[src/rtl/vend_ctrl_param.sv]
// vend_ctrl_param: parametrised vending-machine controller.
//
// Collects coin credit up to MAX_CREDIT and latches a pending product
// selection. It vends once credit covers the price and stock remains, then
// pays the remaining credit back as CHG_UNIT-valued pulses, one per cycle.
// It also handles cancel/refund, restock, and coin/selection rejection.
//
// Handshake: coin_valid, sel_valid, cancel and restock are one-cycle strobes
// with no back-pressure. The controller never stalls the front end.
// - A coin that cannot be taken is answered with a coin_reject pulse one
//   cycle later.
// - A refused selection is answered with a sel_reject pulse.
// - Selections made while busy are dropped silently.
//
// Ports:
//   clk, rst_n     clock (rising edge), synchronous active-low reset
//   coin_valid     coin strobe, coin_val = inserted value
//   sel_valid      selection strobe, sel = product index
//   cancel         refund request
//   restock        reload all stock counters (IDLE only)
//   product_valid  one-cycle dispense pulse, product_id = vended index
//   change_pulse   one cycle = one CHG_UNIT paid out
//   coin_reject    last coin returned, credit unchanged
//   sel_reject     selection refused (sold out / out of range)
//   credit         current credit (registered)
//   busy           high while vending or paying change
//   sold_out       bit i high when product i has no stock
//   state_dbg      current FSM state (0 IDLE, 1 COLLECT, 2 VEND, 3 CHANGE)
module vend_ctrl_param #(
  parameter int NPROD = 4,
  parameter int CW = 8,
  parameter logic [NPROD*CW-1:0] PRICE_LIST = {8'd20, 8'd15, 8'd10, 8'd5},
  parameter int CHG_UNIT = 5,
  parameter int MAX_CREDIT = 50,
  parameter int STOCK_W = 4,
  parameter int STOCK_INIT = 8,
  localparam int SW = (NPROD > 1) ? $clog2(NPROD) : 1
) (
  input  logic             clk,
  input  logic             rst_n,
  input  logic             coin_valid,
  input  logic [CW-1:0]    coin_val,
  input  logic             sel_valid,
  input  logic [SW-1:0]    sel,
  input  logic             cancel,
  input  logic             restock,
  output logic             product_valid,
  output logic [SW-1:0]    product_id,
  output logic             change_pulse,
  output logic             coin_reject,
  output logic             sel_reject,
  output logic [CW-1:0]    credit,
  output logic             busy,
  output logic [NPROD-1:0] sold_out,
  output logic [1:0]       state_dbg
);

  localparam logic [CW:0]      MAX_C  = (CW+1)'(MAX_CREDIT);
  localparam logic [CW-1:0]    UNIT   = CW'(CHG_UNIT);
  localparam logic [STOCK_W-1:0] S_INIT = STOCK_W'(STOCK_INIT);
  localparam logic [STOCK_W-1:0] S_ONE  = STOCK_W'(1);

  typedef enum logic [1:0] {
    S_IDLE    = 2'd0,
    S_COLLECT = 2'd1,
    S_VEND    = 2'd2,
    S_CHANGE  = 2'd3
  } state_t;

  state_t             state;
  logic               pend_valid;
  logic [SW-1:0]      pend_sel;
  logic [STOCK_W-1:0] stock [NPROD];

  logic [CW:0]   coin_sum;
  logic          coin_fits;
  logic          sel_ok;
  logic          vend_now;
  logic          pend_acc;
  logic [CW-1:0] pend_price;
  logic [CW-1:0] credit_acc;
  logic [CW-1:0] credit_dec;

  // Sum is one bit wider than credit so a large coin cannot wrap past the cap.
  assign coin_sum   = {1'b0, credit} + {1'b0, coin_val};
  assign coin_fits  = (coin_sum <= MAX_C);
  assign sel_ok     = (32'(sel) < 32'(NPROD)) && (stock[sel] != '0);
  assign pend_price = PRICE_LIST[32'(pend_sel)*CW +: CW];
  assign vend_now   = pend_valid && (credit >= pend_price) && (stock[pend_sel] != '0);
  assign credit_acc = (coin_valid && coin_fits) ? coin_sum[CW-1:0] : credit;
  assign pend_acc   = sel_valid ? sel_ok : pend_valid;
  assign credit_dec = credit - UNIT;
  assign state_dbg  = state;

  always_ff @(posedge clk) begin
    if (!rst_n) begin
      state         <= S_IDLE;
      credit        <= '0;
      pend_valid    <= 1'b0;
      pend_sel      <= '0;
      for (int i = 0; i < NPROD; i++) stock[i] <= S_INIT;
      sold_out      <= {NPROD{S_INIT == '0}};
      product_valid <= 1'b0;
      product_id    <= '0;
      change_pulse  <= 1'b0;
      coin_reject   <= 1'b0;
      sel_reject    <= 1'b0;
      busy          <= 1'b0;
    end else begin
      // Pulse outputs default low; each branch raises what it needs.
      product_valid <= 1'b0;
      change_pulse  <= 1'b0;
      coin_reject   <= 1'b0;
      sel_reject    <= 1'b0;
      busy          <= 1'b0;
      case (state)
        S_IDLE, S_COLLECT: begin
          if (restock && state == S_IDLE) begin
            for (int i = 0; i < NPROD; i++) stock[i] <= S_INIT;
            sold_out <= {NPROD{S_INIT == '0}};
          end
          if (cancel) begin
            // Cancel wins over everything: a coin in the same cycle bounces.
            pend_valid  <= 1'b0;
            coin_reject <= coin_valid;
            if (credit >= UNIT) begin
              state        <= S_CHANGE;
              change_pulse <= 1'b1;
              busy         <= 1'b1;
            end else begin
              state  <= S_IDLE;
              credit <= '0;
            end
          end else if (state == S_COLLECT && vend_now) begin
            // The machine is committed to the vend; a coin arriving on this
            // edge is returned and a selection is dropped.
            credit                <= credit - pend_price;
            stock[pend_sel]       <= stock[pend_sel] - S_ONE;
            sold_out[pend_sel]    <= (stock[pend_sel] == S_ONE);
            pend_valid            <= 1'b0;
            state                 <= S_VEND;
            product_valid         <= 1'b1;
            product_id            <= pend_sel;
            busy                  <= 1'b1;
            coin_reject           <= coin_valid;
          end else begin
            credit      <= credit_acc;
            coin_reject <= coin_valid && !coin_fits;
            if (sel_valid) begin
              pend_valid <= sel_ok;
              sel_reject <= !sel_ok;
              if (sel_ok) pend_sel <= sel;
            end
            state <= (credit_acc != '0 || pend_acc) ? S_COLLECT : S_IDLE;
          end
        end
        S_VEND: begin
          coin_reject <= coin_valid;
          if (credit >= UNIT) begin
            state        <= S_CHANGE;
            change_pulse <= 1'b1;
            busy         <= 1'b1;
          end else begin
            state  <= S_IDLE;
            credit <= '0;
          end
        end
        S_CHANGE: begin
          coin_reject <= coin_valid;
          // Stay while at least one more whole unit remains after this pulse.
          if (credit_dec >= UNIT) begin
            credit       <= credit_dec;
            change_pulse <= 1'b1;
            busy         <= 1'b1;
          end else begin
            credit <= '0;
            state  <= S_IDLE;
          end
        end
        default: begin
          state  <= S_IDLE;
          credit <= '0;
        end
      endcase
    end
  end

endmodule

[config.mk]
export PLATFORM = sky130hd
export DESIGN_NAME = vend_ctrl_param
export DESIGN_NICKNAME = d
export VERILOG_FILES = /design/src/rtl/vend_ctrl_param.sv
export SDC_FILE = /design/constraint.sdc
export NUM_CORES = 1
export LEC_CHECK = 0
export ABC_CLOCK_PERIOD_IN_PS = 5200
export BUFFER_PORTS_ARGS = -buffer_cell sky130_fd_sc_hd__buf_2
export CORE_MARGIN = 2
export CORE_UTILIZATION = 45
export CTS_CLUSTER_SIZE = 12
export DETAILED_ROUTE_END_ITERATION = 10
export MAX_ROUTING_LAYER = met4
export SYNTH_ARGS = -nofsm -noshare
export SYNTH_HDL_FRONTEND = slang
export SYNTH_SLANG_ARGS = --single-unit
[constraint.sdc]
create_clock -name clk -period 5.2 [get_ports clk]
set_clock_uncertainty 0.05 [all_clocks]
set_input_delay 1.04 -clock clk [delete_from_list [all_inputs] [get_ports clk]]
set_output_delay 1.04 -clock clk [all_outputs]
set_load 0.05 [all_outputs]
==> results of run 1 <==
[per-layer routing]
metal	global-route usage, %	vias to the layer above	wire, um
li1	-	1474	-
met5	-	-	0
met4	5.513	0	98
met1	33.25	1483	4484
met3	1.928	8	377
met2	35.15	86	4024
[metrics by stage]
stage | hold slack [ns] | instance area (um^2) | std cells | power, mW | worst slack [ns]
after detailed placement | 0.4408 | 3557 | 490 | 1.592 | 1.803
after global routing | 0.4876 | 3655 | 498 | 1.972 | 1.716
after floorplan | 0.4539 | 3347 | 373 | 1.351 | 2.109
final | 0.4526 | 3655 | 498 | 1.841 | 1.889
after CTS | 0.4651 | 3655 | 498 | 1.835 | 1.892
after global placement | 0.4273 | 3557 | 490 | 1.587 | 1.845
[report_power, final]
part	total (mW)	switching, mW	internal (mW)
clock	0.240	0.139	0.101
combinational	1.08	0.688	0.390
sequential	0.523	0.122	0.401
total	1.84	0.949	0.892
[layout make-up]
class / instances / area share [%]
Inverter: 22 / 2.259
Timing Repair Buffer: 36 / 4.930
Multi-Input combinational cell: 291 / 59.36
Sequential cell: 42 / 27.39
Clock buffer: 5 / 1.883
Clock inverter: 3 / 0.7874
Tap cell: 99 / 3.389
[synth_stat cells (4+ instances only)]
cell type	count
a211o_1	4
a211oi_1	4
a21o_1	10
a21oi_1	11
a31oi_1	7
and2_1	6
and3_1	7
clkbuf_1	11
dfxtp_1	26
edfxtp_1	16
ha_1	23
inv_1	22
mux2i_1	5
mux4_1	4
nand2_1	29
nand2b_1	4
nand3_1	16
nand4_1	7
nor2_1	23
nor2b_1	6
nor3_1	13
nor4b_1	7
o211ai_1	5
o21a_1	4
o21ai_0	17
or3_1	4
or4_1	5
xnor2_1	8
xor2_1	6
[flip-flops by register name (all words and copies together), names as in the netlist, named ones only]
| register | flops |
|---|---|
| busy | 1 |
| change_pulse | 1 |
| coin_reject | 1 |
| credit | 8 |
| pend_sel | 2 |
| pend_valid | 1 |
| product_id | 2 |
| product_valid | 1 |
| sel_reject | 1 |
| sold_out | 4 |
| state_dbg | 2 |
| stock | 16 |
[logic make-up after synthesis]
kind of cell	count (synthesis)	synth area share [%]
AND/OR/NAND/NOR	145	23.89
AO/OA/AOI/OAI	97	22.17
flip-flops	42	29.91
buffers and inverters	40	5.271
adder cells (fa/ha/maj)	25	9.795
XOR/XNOR	14	3.664
multiplexers	10	5.308
[critical path: cells and delay by family (launching register included)]
family | cells | cell delay [ns]
fa+ha+maj | 2 | 0.79
compound gates | 3 | 1.00
buf+inv | 2 | 0.24
flops | 1 | 0.41
simple gates | 3 | 0.59
[final timing paths]
check / startpoint / to / slack (ns) / depth (start not counted)
worst max-delay path: pend_sel[0]$_SDFFE_PN0N_ / stock[0][2]$_SDFFCE_PN0P_ / 1.89 / 10
worst min-delay path: product_id[1]$_SDFFE_PN0N_ / product_id[1]$_SDFFE_PN0N_ / 0.45 / 2
worst max register to register: pend_sel[0]$_SDFFE_PN0N_ / stock[0][2]$_SDFFCE_PN0P_ / 1.89 / 10
worst min register to register: product_id[1]$_SDFFE_PN0N_ / product_id[1]$_SDFFE_PN0N_ / 0.45 / 2
==> summary.md, run 1 <==
| Metric | Value |
|---|---|
| Slowest CP cell | fa_1 |
| Setup TNS | 0 ns |
| Post-CTS sizing | 0 |
| Run status | finished clean |
| Remaining global-route overflow | 0 |
| Max-slew violations | 0 |
| Final min period | 3.311 ns |
| Post-synth EDFFs | 16 |
| Commonest non-fill, non-tap cell in the layout | buf_2 |
| Area share of the largest cell type after synthesis | 15.55% |
| Netlist cell types | 70 |
| Period Utilization, post-route | 63.68% |
| Multi-input logic area | 0.002170 mm^2 |
| Final Hold Fails | 0 |
| Die W | 90.24 um |
| DR vias | 3,051 |
| Pre-antenna DRT Iters | 4 |
| Share of cells above drive strength 1 | 15.29% |
| CP Capture Type | register |
| Area growth syn-to-layout | 9.196% |
| Hold WC Path Type | register to register |
| ANT cells | 0 |
| Initial antenna violation count | 0 |
| CP startpoint kind | register |
| Cts hold-fix bufs | 0 |
| Mapped Area | 0.003347 mm^2 |
| Fmax | 0.3020 GHz |
| Slowest stage delay, CP | 0.49 ns |
| Area leader, netlist | dfxtp_1 |
| Ys flop type | dfxtp_1 |
| Data arrival, critical path | 3.34 ns |
| Post-DP HPWL | 6.909 mm |
| Total core area | 0.007214 mm^2 |
| # DRC | 0 |
| #FFs+latches synth | 42 |
| Layout Nets | 439 |
| Util after Layout | 50.66% |
| Max-Cap Viols | 0 |
| Most frequent cells in the layout | 36 x buf_2, 29 x nand2_1, 26 x dfxtp_1 |
| P_leak | 1.508 nW |
| Tot GR Track Use | 22.99% |
| Critical path class | register to register |
| Mapped Nets | 414 |
| First-pass GRT wire length | 14.70 mm |
| Yosys Warn Count | 0 |
| CTS sink count | 42 |
| Placer Congestion | 0.9300 |
| Syn Area/Cell | 8.973 um^2 |
| Max clock buf depth | 2 |
| Max_slew headroom | 52.76% |
| Sequential fraction of the synthesis area | 29.91% |
| Syn Inst Count | 373 |
| Die H | 90.24 um |
| Port Buffers | 36 |
| Vias in the first global route | 2,842 |
| Synth async-reset ratio | 0% |
| Die footprint | 0.008143 mm^2 |
| Cell mode on critical path | inv_1 |
| Crit-path cells | inv_1, ha_1, inv_1, fa_1, a211oi_1, o21bai_1, o21ai_2, or3_4, nor2_1, and2_1 |
| Number of setup buffers added after CTS | 0 |
| Via/cell ratio | 6.127 |
| Setup violators final | 0 |
| VDD IR-drop max | 327.1 uV |
| Crit path max fanout | 12 |
| TritonCTS clock tree | built |
| Least-Margin Pin Slew | 0.7012 ns |
| RSZ-0062 raised after global routing | false |
| Initial Util | 46.39% |
| TritonCTS buffer count | 5 |
| Largest net degree at the start of global routing | 18 |
| WL/cell | 18.04 um |
| Dominant cells by area after synthesis | dfxtp_1 16%, edfxtp_1 14%, ha_1 8.6% |
| Worst endpoint required time | 5.23 ns |
| Fillers | 727 |
| PD cells | 503.7 mW/mm^2 |
| Initial DRC count | 299 |
| Register area | 0.001001 mm^2 |
| IO Pins | 37 |
| Clk root buf | clkbuf_8 |
| Routed WL | 8.984 mm |
| CTS H-Tree Depth | 2 |
| Later-pin clock latency in the skew report | 0.31 ns |
| FP Rows | 31 |
| Clock slew at reported path FFs | 0.10 ns |
| Remaining antenna violation count | 0 |
No activity file was read; power rests on OpenSTA's default activity.
==> run 2, diff against run 1 <==
--- a/config.mk
+++ b/config.mk
@@ -5,13 +5,15 @@
 export SDC_FILE = /design/constraint.sdc
 export NUM_CORES = 1
 export LEC_CHECK = 0
-export ABC_CLOCK_PERIOD_IN_PS = 5200
+export ABC_AREA = 1
+export ABC_CLOCK_PERIOD_IN_PS = 3000
 export BUFFER_PORTS_ARGS = -buffer_cell sky130_fd_sc_hd__buf_2
 export CORE_MARGIN = 2
 export CORE_UTILIZATION = 45
 export CTS_CLUSTER_SIZE = 12
 export DETAILED_ROUTE_END_ITERATION = 10
 export MAX_ROUTING_LAYER = met4
+export PLACE_DENSITY = 0.67
 export SYNTH_ARGS = -nofsm -noshare
 export SYNTH_HDL_FRONTEND = slang
 export SYNTH_SLANG_ARGS = --single-unit
==> constraint.sdc (replaced) <==
create_clock -name clk -period 3 [get_ports clk]
set_clock_uncertainty 0.05 [all_clocks]
set_input_delay 0.6 -clock clk [delete_from_list [all_inputs] [get_ports clk]]
set_output_delay 0.6 -clock clk [all_outputs]
set_load 0.05 [all_outputs]
==> run 2 against run 1 <==
Synthesized cell count rose by 13%. Sequential share of layout area rose by 1.1 points. First-iteration DRC count fell by 34%. Cell count rose by 10%. Clock power rose by 52%. Worst hold slack got worse by 0.0029 ns. Critical path type unchanged. Utilization rose by 1.3 points. Die area fell by 6.7%. Wire length fell by 13%. Clock-buffer cell count rose by 1. Final area fell by 4.0%. Worst setup slack got worse by 1.6 ns.
==> summary.md, run 2 <==
| Metric | Value |
|---|---|
| Run status | finished clean |
| Commonest non-fill, non-tap cell in the layout | nand2_1 |
| Layout Nets | 510 (+16%) |
| Via/cell ratio | 5.329 (-13%) |
| Crit path max fanout | 12 (unchanged) |
| R2r startpoint | pend_sel[1]$_SDFFE_PN0N_ |
| PD cells | 851.9 mW/mm^2 (+69%) |
| VDD IR-drop max | 410.4 uV (+25%) |
| Internal | 1.454 mW (+63%) |
| Critical path origin | pend_sel[1]$_SDFFE_PN0N_ |
| Sw Ratio | 51.36% (-0.19 points) |
| Tot GR Track Use | 21.99% (-1.0 points) |
| TritonCTS buffer count | 5 (unchanged) |
| Met3 track demand over resource | 2.844% (+0.92 points) |
| Vias in the first global route | 2,844 (+0.070%) |
| Number of setup buffers added after CTS | 0 (unchanged) |
| Yosys Warn Count | 0 (unchanged) |
| Setup violators final | 0 (unchanged) |
| First-pass GRT wire length | 13.00 mm (-12%) |
| Least-Margin Pin Slew | 0.4395 ns (-0.2617 ns) |
| Met2 usage | 34.98% (-0.17 points) |
| Remaining global-route overflow | 0 (unchanged) |
| WL/cell | 14.21 um (-21%) |
| Largest net degree at the start of global routing | 14 (-4) |
| Routed WL | 7.814 mm (-13%) |
| Initial DRC count | 198 (-34%) |
| Clk root buf | clkbuf_8 |
| Synth async-reset ratio | 0% (unchanged) |
| Max clock buf depth | 2 (unchanged) |
| Initial antenna violation count | 0 (unchanged) |
| Sequential power share | 27.3% (-1.1 points) |
| Die H | 87.16 um (-3.4%) |
| Die footprint | 0.007596 mm^2 (-6.7%) |
| Port Buffers | 36 (unchanged) |
| Ys flop type | dfxtp_1 |
| Netlist cell types | 39 (-44%) |
| Commonest cells in the netlist | 89 x nand2_1, 61 x inv_1, 42 x nand3_1 |
| Final min period | 2.696 ns (-0.6158 ns) |
| Clock slew at reported path FFs | 0.08 ns (-0.02 ns) |
| CP startpoint kind | register |
| #FFs+latches synth | 42 (unchanged) |
| Max-Cap Viols | 0 (unchanged) |
| Regs by FF count | stock: 16 flops, credit: 8 flops, sold_out: 4 flops |
| ANT cells | 0 (unchanged) |
| Fmax | 0.3710 GHz (+23%) |
| Max_slew headroom | 70.67% (+18 points) |
| CP Capture Type | register |
| FP Rows | 30 (-3.2%) |
| Total core area | 0.006756 mm^2 (-6.3%) |
| Initial Util | 46.06% (-0.34 points) |
| GR Layer Usage met1 | 30.22% (-3.0 points) |
| Area growth syn-to-layout | 12.75% |
| Hold path start | sold_out[0]$_SDFFE_PN0N_ |
| # DRC | 0 (unchanged) |
| GRT busiest layer | met2 |
| Sequential fraction of the synthesis area | 32.17% (+2.3 points) |
| Comb pwr share | 60.5% (+1.9 points) |
| Max-slew violations | 0 (unchanged) |
| Post-DP HPWL | 6.278 mm (-9.1%) |
| Dominant cells by area after synthesis | dfxtp_1 17%, edfxtp_1 15%, nand2_1 11% |
| Net switching power | 1.535 mW (+62%) |
| Share of cells above drive strength 1 | 17.23% (+1.9 points) |
| Mapped Nets | 464 (+12%) |
| Hold WC Path Type | register to register |
| IO Pins | 37 (unchanged) |
| Setup TNS | 0 ns (unchanged) |
| CTS H-Tree Depth | 2 (unchanged) |
| Cts hold-fix bufs | 0 (unchanged) |
| Period Utilization, post-route | 89.85% (+26 points) |
| Clock Power Share | 12.2% (-0.8 points) |
| Post-synth EDFFs | 16 (unchanged) |
| Biggest register | stock |
| Data arrival, critical path | 2.68 ns (-0.66 ns) |
| Placer Congestion | 0.9121 (-1.9%) |
| RSZ-0062 raised after global routing | false |
| Final Hold Fails | 0 (unchanged) |
| Remaining antenna violation count | 0 (unchanged) |
| Critical path class | register to register |
| Pre-antenna DRT Iters | 4 (unchanged) |
| Syn Area/Cell | 7.356 um^2 (-18%) |
| Area share of the largest cell type after synthesis | 16.73% (+1.2 points) |
| Post-CTS sizing | 0 (unchanged) |
| Mapped Area | 0.003112 mm^2 (-7.0%) |
| Worst endpoint required time | 2.98 ns (-2.25 ns) |
| Most frequent cells in the layout | 89 x nand2_1, 61 x inv_1, 42 x nand3_1 |
| Util after Layout | 51.93% (+1.3 points) |
| DR vias | 2,931 (-3.9%) |
| Most common cell in the synthesized netlist | nand2_1 |
| TritonCTS clock tree | built |
| Max reg flops | 16 (unchanged) |
| Later-pin clock latency in the skew report | 0.29 ns (-0.02 ns) |
| Die W | 87.16 um (-3.4%) |
| P_leak | 1.725 nW (+14%) |
| Area leader, netlist | dfxtp_1 |
| CTS sink count | 42 (unchanged) |
| Fillers | 669 (-8.0%) |
| Syn Inst Count | 423 (+13%) |
==> run 2: logic make-up (layout without fill, tap and decap cells) <==
kind of cell               count (synthesis)  after routing  share of synthesized area (%)
adders and majority gates                 25             25                          10.53
AOI/OAI and AO/OA                         67             67                          13.07
and+or+nand+nor                          207            207                          32.33
xor gates and xnor gates                  11             11                          3.096
DFF                                       42             42                          32.17
buffers and inverters                     71            118                          8.806
==> run 2: area by class of cell <==
cell class                 instances  area [um^2]  area share [%]
tap                               80        100.1           2.853
clock inverter                     2        13.76          0.3923
inverter                          67        251.5           7.168
timing repair buffer              43        232.7           6.633
sequential                        42         1001           28.53
clock buffer                       6        72.57           2.068
multi-input combinational        310         1837           52.35
==> run 2: worst paths after layout <==
path	end	slack, ns	cells past startpoint
setup / recovery	stock[3][3]$_SDFFCE_PN1P_	0.30	13
hold / removal	sold_out[0]$_SDFFE_PN0N_	0.45	2
setup reg to reg	stock[3][3]$_SDFFCE_PN1P_	0.30	13
hold reg to reg	sold_out[0]$_SDFFE_PN0N_	0.45	2
==> run 2: power groups by stage <==
stage	Sequential, mW	Combinational, mW	Clock [mW]
3_3_place_gp	0.829	1.78	0
4_1_cts	0.816	1.80	0.370
2_1_floorplan	1.01	1.18	0
6_report	0.817	1.81	0.364
5_1_grt	0.831	2.01	0.394
3_5_place_dp	0.829	1.79	0
==> run 2: worst max-delay path, cell delays in order, from the launching register on <==
cell and delay, ns:
dfxtp_1 0.37, inv_1 0.10, ha_1 0.28, inv_1 0.08, ha_1 0.35, nand3_1 0.11, nand2_1 0.08, nand2_1 0.09
a31oi_2 0.24, nand2_4 0.11, nor2_8 0.17, nand2_2 0.12, nor2_1 0.20, nand2_1 0.07
==> run 2: stage by stage <==
stage / cell area (um^2) / setup WS [ns] / cells / total power [mW] / hold slack (ns)
2_1_floorplan: 3112 / 0.2678 / 423 / 2.199 / 0.3983
3_3_place_gp: 3422 / 0.2724 / 542 / 2.608 / 0.4268
3_5_place_dp: 3422 / 0.2480 / 542 / 2.617 / 0.4349
4_1_cts: 3508 / 0.3231 / 550 / 2.986 / 0.4493
5_1_grt: 3508 / 0.07980 / 550 / 3.233 / 0.4765
6_report: 3508 / 0.3044 / 550 / 2.989 / 0.4497
==> run 2: per-layer routing <==
| layer | up-vias | share of wire [%] |
|---|---|---|
| met5 | - | 0 |
| met4 | 0 | 0.81 |
| met1 | 1325 | 46 |
| li1 | 1492 | - |
| met2 | 110 | 46 |
| met3 | 4 | 6.5 |
